--- config.mk ---
export PLATFORM = sky130hd
export DESIGN_NAME = pipeline_ctrl
export DESIGN_NICKNAME = d
export VERILOG_FILES = /design/src/rtl/pipeline_ctrl_pkg.sv /design/src/rtl/load_use_detect.sv /design/src/rtl/pipeline_ctrl.sv
export SDC_FILE = /design/constraint.sdc
export NUM_CORES = 1
export LEC_CHECK = 0
export BUFFER_PORTS_ARGS = -buffer_cell sky130_fd_sc_hd__buf_2
export CAP_MARGIN = 5
export CORE_MARGIN = 2
export CORE_UTILIZATION = 25
export DETAILED_ROUTE_END_ITERATION = 12
export SLEW_MARGIN = 20
export SYNTH_ARGS = -nofsm -noshare
export SYNTH_HDL_FRONTEND = slang
export SYNTH_SLANG_ARGS = --single-unit
export TNS_END_PERCENT = 5
--- constraint.sdc ---
create_clock -name clk -period 5.5 [get_ports clk]
set_input_delay 1.1 -clock clk [delete_from_list [all_inputs] [get_ports clk]]
set_output_delay 1.1 -clock clk [all_outputs]
set_load 0.02 [all_outputs]
--- src/rtl/pipeline_ctrl_pkg.sv ---
// pipeline_ctrl_pkg
//   Shared types and constants for the pipeline stall/flush controller.
//   - state_t : controller FSM states
//   - ctrl_t  : the seven non-constant buffer controls, packed MSB-first as
//               pc_go, if_id_go, id_exe_go, exe_mem_go, mem_wb_go,
//               if_id_clear, id_exe_clear
//   - canned control patterns used by the priority mux
package pipeline_ctrl_pkg;

  localparam int REG_W  = 5;
  localparam int CNT_W  = 32;
  localparam int WAIT_W = 4;

  typedef enum logic [1:0] {
    RUN      = 2'd0,
    MEM_WAIT = 2'd1,
    HALTED   = 2'd2
  } state_t;

  typedef struct packed {
    logic pc_go;
    logic if_id_go;
    logic id_exe_go;
    logic exe_mem_go;
    logic mem_wb_go;
    logic if_id_clear;
    logic id_exe_clear;
  } ctrl_t;

  // Whole pipeline frozen.
  localparam ctrl_t CTRL_STALL   = ctrl_t'(7'b00000_00);
  // Normal advance.
  localparam ctrl_t CTRL_ADVANCE = ctrl_t'(7'b11111_00);
  // Taken branch: advance, but squash the two wrong-path instructions.
  localparam ctrl_t CTRL_FLUSH   = ctrl_t'(7'b11111_11);
  // Load-use: hold PC and IF_ID, inject a bubble into ID_EXE.
  localparam ctrl_t CTRL_BUBBLE  = ctrl_t'(7'b00111_01);

endpackage

--- src/rtl/load_use_detect.sv ---
// load_use_detect
//   Combinational load-use hazard detector. Flags when the instruction in
//   EXE is a load whose (non-zero) destination is read by the ID instruction.
//   Ports:
//     id_rs, id_rt           source registers of the ID instruction
//     id_uses_rs, id_uses_rt ID instruction actually reads rs / rt
//     exe_mem_read           EXE instruction is a load
//     exe_rd                 destination register of the EXE instruction
//     load_use               hazard flag
module load_use_detect
  import pipeline_ctrl_pkg::*;
(
  input  logic [REG_W-1:0] id_rs,
  input  logic [REG_W-1:0] id_rt,
  input  logic             id_uses_rs,
  input  logic             id_uses_rt,
  input  logic             exe_mem_read,
  input  logic [REG_W-1:0] exe_rd,
  output logic             load_use
);

  logic [REG_W-1:0] src_reg [2];
  logic [1:0]       uses;
  logic [1:0]       hit;

  assign src_reg[0] = id_rs;
  assign src_reg[1] = id_rt;
  assign uses       = {id_uses_rt, id_uses_rs};

  genvar gi;
  generate
    for (gi = 0; gi < 2; gi++) begin : g_src
      assign hit[gi] = uses[gi] && (src_reg[gi] == exe_rd);
    end
  endgenerate

  // $zero is never a real dependency.
  assign load_use = exe_mem_read && (exe_rd != '0) && (|hit);

endmodule

--- src/rtl/pipeline_ctrl.sv ---
// pipeline_ctrl
//   Central stall/flush controller for the 5-stage pipeline. Drives the load
//   enables (go) and bubble inserts (clear) of the PC and the four pipeline
//   buffers, sequences multi-cycle memory waits, load-use bubbles, taken-branch
//   flushes and syscall halt/resume, and keeps stall/flush statistics.
//   Parameter:
//     MEM_LATENCY  extra cycles each data-memory access holds MEM (0..15)
//   Ports:
//     clk, rst_n                clock, async active-low reset
//     id_rs/id_rt/id_uses_*     ID instruction operands
//     exe_mem_read, exe_rd      EXE instruction load info
//     branch_taken, halt        EXE control events
//     mem_access                load/store in MEM this cycle
//     resume                    console resume level (edge-detected here)
//     *_go, *_clear             buffer controls (combinational, zero latency)
//     halted                    FSM is in HALTED
//     stall_cycles, flush_count statistics (wrap modulo 2^32)
module pipeline_ctrl
  import pipeline_ctrl_pkg::*;
#(
  parameter int MEM_LATENCY = 0
) (
  input  logic             clk,
  input  logic             rst_n,
  input  logic [REG_W-1:0] id_rs,
  input  logic [REG_W-1:0] id_rt,
  input  logic             id_uses_rs,
  input  logic             id_uses_rt,
  input  logic             exe_mem_read,
  input  logic [REG_W-1:0] exe_rd,
  input  logic             branch_taken,
  input  logic             halt,
  input  logic             mem_access,
  input  logic             resume,
  output logic             pc_go,
  output logic             if_id_go,
  output logic             id_exe_go,
  output logic             exe_mem_go,
  output logic             mem_wb_go,
  output logic             if_id_clear,
  output logic             id_exe_clear,
  output logic             exe_mem_clear,
  output logic             mem_wb_clear,
  output logic             halted,
  output logic [CNT_W-1:0] stall_cycles,
  output logic [CNT_W-1:0] flush_count
);

  localparam bit               HAS_LATENCY = (MEM_LATENCY > 0);
  localparam logic [WAIT_W-1:0] WAIT_INIT  =
    HAS_LATENCY ? WAIT_W'(MEM_LATENCY - 1) : '0;

  state_t            state_reg,     state_next;
  logic [WAIT_W-1:0] wait_cnt_reg,  wait_cnt_next;
  logic              resume_q_reg;
  logic [CNT_W-1:0]  stall_cnt_reg;
  logic [CNT_W-1:0]  flush_cnt_reg;

  logic  load_use;
  logic  resume_rise;
  logic  run_eval;
  logic  mask_mem;
  logic  mask_halt;
  logic  flush_hit;
  ctrl_t ctrl;
  ctrl_t ctrl_gated;

  load_use_detect u_load_use (
    .id_rs        (id_rs),
    .id_rt        (id_rt),
    .id_uses_rs   (id_uses_rs),
    .id_uses_rt   (id_uses_rt),
    .exe_mem_read (exe_mem_read),
    .exe_rd       (exe_rd),
    .load_use     (load_use)
  );

  assign resume_rise = resume && !resume_q_reg;

  // State decode picks whether the priority evaluation runs this cycle and
  // which inputs it must ignore; the priority mux below is shared by RUN,
  // the MEM_WAIT release cycle and the HALTED resume cycle.
  always_comb begin
    state_next    = state_reg;
    wait_cnt_next = wait_cnt_reg;
    ctrl          = CTRL_STALL;
    flush_hit     = 1'b0;
    run_eval      = 1'b0;
    mask_mem      = 1'b0;
    mask_halt     = 1'b0;

    case (state_reg)
      RUN: run_eval = 1'b1;
      MEM_WAIT: begin
        if (wait_cnt_reg != '0) begin
          wait_cnt_next = wait_cnt_reg - 1'b1;
        end else begin
          // The access already paid its latency; don't restart it.
          run_eval = 1'b1;
          mask_mem = 1'b1;
        end
      end
      HALTED: begin
        if (resume_rise) begin
          // The halting syscall is still in EXE; let it pass this time.
          run_eval  = 1'b1;
          mask_halt = 1'b1;
        end
      end
      default: state_next = RUN;
    endcase

    if (run_eval) begin
      state_next = RUN;
      if (HAS_LATENCY && mem_access && !mask_mem) begin
        state_next    = MEM_WAIT;
        wait_cnt_next = WAIT_INIT;
      end else if (halt && !mask_halt) begin
        state_next = HALTED;
      end else if (branch_taken) begin
        ctrl      = CTRL_FLUSH;
        flush_hit = 1'b1;
      end else if (load_use) begin
        ctrl = CTRL_BUBBLE;
      end else begin
        ctrl = CTRL_ADVANCE;
      end
    end
  end

  // Outputs are forced quiet for as long as reset is held, not just from the
  // next edge on.
  assign ctrl_gated    = rst_n ? ctrl : CTRL_STALL;
  assign pc_go         = ctrl_gated.pc_go;
  assign if_id_go      = ctrl_gated.if_id_go;
  assign id_exe_go     = ctrl_gated.id_exe_go;
  assign exe_mem_go    = ctrl_gated.exe_mem_go;
  assign mem_wb_go     = ctrl_gated.mem_wb_go;
  assign if_id_clear   = ctrl_gated.if_id_clear;
  assign id_exe_clear  = ctrl_gated.id_exe_clear;
  assign exe_mem_clear = 1'b0;
  assign mem_wb_clear  = 1'b0;
  assign halted        = (state_reg == HALTED);
  assign stall_cycles  = stall_cnt_reg;
  assign flush_count   = flush_cnt_reg;

  always_ff @(posedge clk or negedge rst_n) begin
    if (!rst_n) begin
      state_reg     <= RUN;
      wait_cnt_reg  <= '0;
      resume_q_reg  <= 1'b0;
      stall_cnt_reg <= '0;
      flush_cnt_reg <= '0;
    end else begin
      state_reg    <= state_next;
      wait_cnt_reg <= wait_cnt_next;
      resume_q_reg <= resume;
      if (!ctrl.pc_go) begin
        stall_cnt_reg <= stall_cnt_reg + CNT_W'(1);
      end
      if (flush_hit) begin
        flush_cnt_reg <= flush_cnt_reg + CNT_W'(1);
      end
    end
  end

endmodule

==> results.yml, run 1 <==
timing:
  slew_violations: 0
  setup_violations: 0
  slew_headroom: 0.3825
  final.setup.tns_ps: 0
  holdWs_ps: 462.4
  setup_ws_ps: 1650
  fin_crit_ps: 3850
  fin_crit_sh: 0.6999
  tightest_slew_ps: 923.6
  fmax_ghz: 0.2598
  grt_setup_unrepaired: "false"
  final_hold_viol_count: 0
  finalClockSkew_ps: 5.175
logic_synthesis:
  synth_warnings: 0
  synth_ff_type: "dfrtp_1"
  muxShareOfSynthArea: 0.006787
  synth_area_mm2: 0.003318
  synth_top_family_by_area: "simple AND/OR/NAND/NOR gates"
  synthArstFlopShare: 1.000
  yosysMostFrequentCell: "dfrtp_1"
  synth_edf_count: 0
  synthSimpleGateAreaFrac: 0.2406
  synth_compound_area_frac: 0.01697
  synth_xor_area_frac: 0.1900
  synthAdderAreaFrac: 0.007541
  synth_area_leaders: "dfrtp_1, xor2_1, xnor2_1, nand2_1, nand3_1"
  yosysTopAreaCellShare: 0.4977
  synth_cell_type_count: 41
  ys_ff_latch: 66
  syn_inst: 304
  syn_avg_cell_area_um2: 10.92
  yosys-top-cells-count: "dfrtp_1, xor2_1, xnor2_1"
  ys_seq_area_frac: 0.4977
  synth_top_area_cell: "dfrtp_1"
place:
  place_area_mm2: 0.003950
  dp_cells: 567
  io_buffers: 94
  gp_congestion: 0.7551
  place_ws_ps: 1631
  hpwl_mm: 5.557
job:
  cap_violations: 0
global_route:
  grt_max_degree: 39
  globalRoute.totalOverflow: 0
  grt_pass1_vias: 2582
  grt_usage: 0.1138
  antenna_found_initial: 0
  grt_pass1_wl_mm: 12.82
worst_setup_path:
  path_buf_inv: 3
  cp_max_fo: 20
  crit_required_ps: 4400
  cp_slowest_stage_delay_ps: 510
  crit_type: "in2out"
  worstRegToRegCells: 4
  cpLargestDelayFamily: "simple AND/OR/NAND/NOR gates"
  cp-end-kind: "output port"
  start_kind: "primary input"
  r2r_end: "stall_cycles[10]"
  r2r_start: "stall_cycles[0]"
  reg2reg_slack_ps: 3320
  arrival_ps: 2750
  crit_path_frequent_cell: "buf_2"
  crit_slowest_cell: "or4_1"
  crit_chain: "buf_2 -> or4_1 -> o21ai_1 -> o31a_1 -> buf_4 -> and2_1 -> buf_2"
layout:
  area_growth_pct: 28.05
  drive_above_1_share: 0.3194
  antennaDiodeCount: 0
  fill_cells: 1364
  final_core_util: 0.3247
  nets: 428
  finalNonFillerCells: 583
  multi_input_area_mm2: 0.001540
  regArea_mm2: 0.001652
  final_cell_area_mm2: 0.004249
power_and_ir_drop:
  power_leakage_nw: 2.011
  clkPwrFrac: 0.374
  pwr-share-comb: 0.220
  swShare: 0.3225
  intPower_mw: 1.049
  power.total_mw: 1.548
  p_per_area_mw_per_mm2: 364.4
  p_switching_uw: 499.3
  seq_power_share: 0.406
  ir_worst_vdd_v: 0.0002401
clock_tree:
  cts_sinks: 66
  path_clk_slew_ps: 50
  cts_hold_buf: 0
  htreeDepth: 3
  root_buffer: "clkbuf_16"
  post_cts_buffers: 0
  insertion_delay_ps: 320
  cts_tree: "built"
  clk_path_buf_depth: 2
  cts_resized: 0
  cts_made_buffers: 9
drt:
  drtIter0Drc: 134
  wl_met1_mm: 3.456
  first_pass_iters: 4
  wl_met3_um: 398
  dr_wl_met2_mm: 3.615
  wl_mm: 7.563
  drc: 0
  top_layer: "met4"
  vias_per_cell: 4.350
  wl_per_cell_um: 12.97
  final_antenna_net_count: 0
  vias: 2536
min_path:
  hold_path_class: "reg2reg"
  holdCritStartpoint: "flush_count[31]"
  hold_depth: 1
  hold_end: "flush_count[31]"
die:
  ios: 98
  rows: 42
  die_y_um: 119.2
  fp.dieW_um: 119.2
  start_util: 0.2536
  dieArea_mm2: 0.01421
  core-area_mm2: 0.01309
outcome:
  status: "finished, final reports clean"
-- cell families (layout without fill, tap and decap cells) --
kind of cell	count (synthesis)	count (layout)
other cells	1	2
xor+xnor	72	72
fa+ha+maj	2	2
flops	66	66
mux	2	2
compound gates	6	6
simple gates	131	131
buf+inv	24	126
-- cell type report --
type	instances	area share
Sequential cell	66	0.3887
Multi-Input combinational cell	215	0.3625
Timing Repair Buffer	96	0.1143
Clock buffer	14	0.06213
Tap cell	176	0.05183
Inverter	14	0.01237
Clock inverter	2	0.008245
-- layout by cell type (no fill, tap or decap), types with 8 or more instances in the layout --
master     instances
nand3_1           18
inv_1             14
xnor2_1           29
xor2_1            43
nand2_1           25
nor3_1            12
buf_2             94
nand4_1           13
nor2_1            18
and3_1             8
dfrtp_1           66
clkbuf_16          9
-- power by group through the flow --
| stage | Combinational, mW | Clock [mW] | Sequential, mW |
|---|---|---|---|
| after detailed placement | 0.347 | 0 | 0.637 |
| after floorplan | 0.161 | 0 | 0.694 |
| final | 0.341 | 0.578 | 0.629 |
| after global routing | 0.372 | 0.622 | 0.645 |
| after CTS | 0.348 | 0.595 | 0.629 |
| after global placement | 0.342 | 0 | 0.633 |
-- worst max path at each step --
stage | endpoint | start | slack (ps) | cells after the start
finish | pc_go | exe_rd[1] | 1650 | 7
global route | pc_go | exe_rd[1] | 1530 | 7
CTS | pc_go | exe_rd[1] | 1630 | 7
detailed placement | pc_go | exe_rd[1] | 1630 | 7
global placement | pc_go | exe_rd[1] | 1630 | 7
floorplan | pc_go | exe_rd[1] | 1730 | 7
-- layer usage --
layer,up-vias,GRT usage
li1,1228,-
met3,10,0.03975
met2,62,0.1893
met4,0,0.03571
met1,1236,0.1379
met5,-,0
-- worst reg2reg max path, delay by kind of cell (launching register included) --
kind                       cells  cell delay (ps)
adders and majority gates      1              210
DFF                            1              450
xor gates and xnor gates       1              140
and+or+nand+nor                2             1270
Note: power is estimated with default switching activity, not from simulation.
==> run 2: changes to the inputs <==
--- a/config.mk
+++ b/config.mk
@@ -5,6 +5,7 @@
 export SDC_FILE = /design/constraint.sdc
 export NUM_CORES = 1
 export LEC_CHECK = 0
+export ABC_AREA = 1
 export BUFFER_PORTS_ARGS = -buffer_cell sky130_fd_sc_hd__buf_2
 export CAP_MARGIN = 5
 export CORE_MARGIN = 2
==> constraint.sdc (replaced) <==
create_clock -name clk -period 3.7 [get_ports clk]
set_input_delay 0.74 -clock clk [delete_from_list [all_inputs] [get_ports clk]]
set_output_delay 0.74 -clock clk [all_outputs]
set_load 0.02 [all_outputs]
==> run 2 against run 1 <==
First-iteration DRC count increased by 90%. Final cell count increased by 74%. Area after synthesis increased by 38%. Synthesized cell count increased by 130%. Sequential cell count unchanged. Worst hold slack improved by 54 ps. Routed wire length increased by 71%. Sequential power increased by 53%. Register-to-register slack got worse by 1400 ps. Setup slack got worse by 780 ps.
==> results.yml, run 2 <==
worst_setup_path:
  r2r_start: "state_reg[1]"
  start_kind: "primary input"
  worstRegToRegCells: 7
  r2r_end: "stall_cycles[17]"
  cp-end-kind: "output port"
  arrival_ps: 2090
  reg2reg_slack_ps: 1880
  cp_max_fo: 34
  crit_required_ps: 2960
  crit_type: "in2out"
clock_tree:
  cts_made_buffers: 9
  path_clk_slew_ps: 60
  cts_hold_buf: 0
  cts_tree: "built"
  cts_resized: 0
  root_buffer: "clkbuf_16"
  post_cts_buffers: 0
  insertion_delay_ps: 330
  htreeDepth: 3
  cts_sinks: 66
  clk_path_buf_depth: 2
die:
  core-area_mm2: 0.01796
  dieArea_mm2: 0.01939
  ios: 98
  rows: 49
  start_util: 0.2546
  die_y_um: 139.3
  fp.dieW_um: 139.3
place:
  hpwl_mm: 9.655
  io_buffers: 94
  place_ws_ps: 865.4
  gp_congestion: 0.8555
timing:
  slew_headroom: 0.4304
  finalClockSkew_ps: 6.661
  final_hold_viol_count: 0
  tightest_slew_ps: 854.4
  fin_crit_ps: 2826
  final.setup.tns_ps: 0
  fin_crit_sh: 0.7638
  setup_violations: 0
  fmax_ghz: 0.3539
  slew_violations: 0
  grt_setup_unrepaired: "false"
  setup_ws_ps: 874.0
drt:
  final_antenna_net_count: 0
  drc: 0
  wl_per_cell_um: 12.78
  first_pass_iters: 4
  vias: 4487
  drtIter0Drc: 255
  vias_per_cell: 4.421
  wl_mm: 12.97
logic_synthesis:
  syn_avg_cell_area_um2: 6.618
  synth_cell_type_count: 32
  synth_top_area_cell: "dfrtp_1"
  synthSimpleGateAreaFrac: 0.4810
  synth_edf_count: 0
  synth_warnings: 0
  synth_compound_area_frac: 0.01560
  synth_ff_type: "dfrtp_1"
  ys_seq_area_frac: 0.3611
  syn_inst: 691
  muxShareOfSynthArea: 0
  ys_ff_latch: 66
  synth_area_leaders: "dfrtp_1, nand2_1, nor2_1, nand3_1, inv_1"
  yosys-top-cells-count: "nand2_1, nor2_1, dfrtp_1"
  synthAdderAreaFrac: 0.005472
  synth_top_family_by_area: "simple AND/OR/NAND/NOR gates"
  yosysMostFrequentCell: "nand2_1"
  synth_area_mm2: 0.004573
  yosysTopAreaCellShare: 0.3611
  synthArstFlopShare: 1.000
  synth_xor_area_frac: 0.05937
outcome:
  status: "finished, final reports clean"
min_path:
  holdCritStartpoint: "flush_count[5]"
  hold_depth: 1
  hold_end: "flush_count[5]"
  hold_path_class: "reg2reg"
layout:
  drive_above_1_share: 0.1845
  multi_input_area_mm2: 0.002575
  layout_commonest_cell: "nand2_1"
  antennaDiodeCount: 0
  area_growth_pct: 20.74
  nets: 807
  layout_common_cells: "nand2_1, buf_2, nor2_1"
  fill_cells: 1975
  regArea_mm2: 0.001652
global_route:
  grt_usage: 0.1379
  grt_pass1_wl_mm: 21.98
  grt_max_degree: 67
  grt_pass1_vias: 4348
  antenna_found_initial: 0
  globalRoute.totalOverflow: 0
power_and_ir_drop:
  power_leakage_nw: 2.752
  ir_worst_vdd_v: 0.0003907
  p_per_area_mw_per_mm2: 460.7
job:
  cap_violations: 0
-- run 2: critical path: stages --
cell	delay (ps)
buf_2	110
inv_1	90
nand4_1	110
o21ai_0	160
inv_1	70
nand2_2	90
nand2_4	230
a21oi_1	280
buf_2	200
-- run 2: cells by family (layout without fill, tap and decap cells) --
| group | after synthesis | in the layout |
|---|---|---|
| compound gates | 13 | 13 |
| other cells | 1 | 2 |
| xor+xnor | 31 | 31 |
| buf+inv | 75 | 169 |
| flops | 66 | 66 |
| simple gates | 503 | 503 |
| fa+ha+maj | 2 | 2 |
-- run 2: how the worst max path moves through the flow --
stage / start / end / slack, ps / depth (start not counted)
2_1_floorplan: exe_rd[2] / pc_go / 950 / 9
3_5_place_dp: exe_rd[2] / pc_go / 870 / 9
4_1_cts: exe_rd[2] / pc_go / 860 / 9
6_report: exe_rd[2] / pc_go / 870 / 9
3_3_place_gp: exe_rd[2] / if_id_go / 870 / 9
5_1_grt: exe_rd[2] / if_id_go / 740 / 9
-- run 2: per-layer routing --
metal,vias up,track usage,routed length [um]
li1,2329,-,-
met5,-,0,0
met2,106,0.2353,6151
met1,2041,0.1779,6022
met4,0,0.03137,149
met3,11,0.03166,645
-- run 2: layout make-up --
class	instances	share of cell area
inverter	56	0.03807
clock buffer	10	0.04328
sequential	66	0.2991
multi-input combinational	551	0.4663
timing repair buffer	97	0.08928
tap	229	0.05189
clock inverter	6	0.01201
-- run 2: report_power, final --
part / total [mW] / internal [mW] / switching (mW)
clock network: 0.881 / 0.540 / 0.342
logic: 0.702 / 0.210 / 0.492
registers: 0.960 / 0.822 / 0.138
-- run 2: stage by stage --
stage	total power, mW	hold slack, ps	utilization	cells	instance area [um2]
CTS	2.571	519.7	0.3074	1015	5522
finish	2.544	516.2	0.3074	1015	5522
global placement	1.675	502.9	0.2904	999	5216
floorplan	1.466	444.4	-	692	4577
detailed placement	1.682	507.2	0.2904	999	5216
global route	2.702	525.9	0.3074	1015	5522
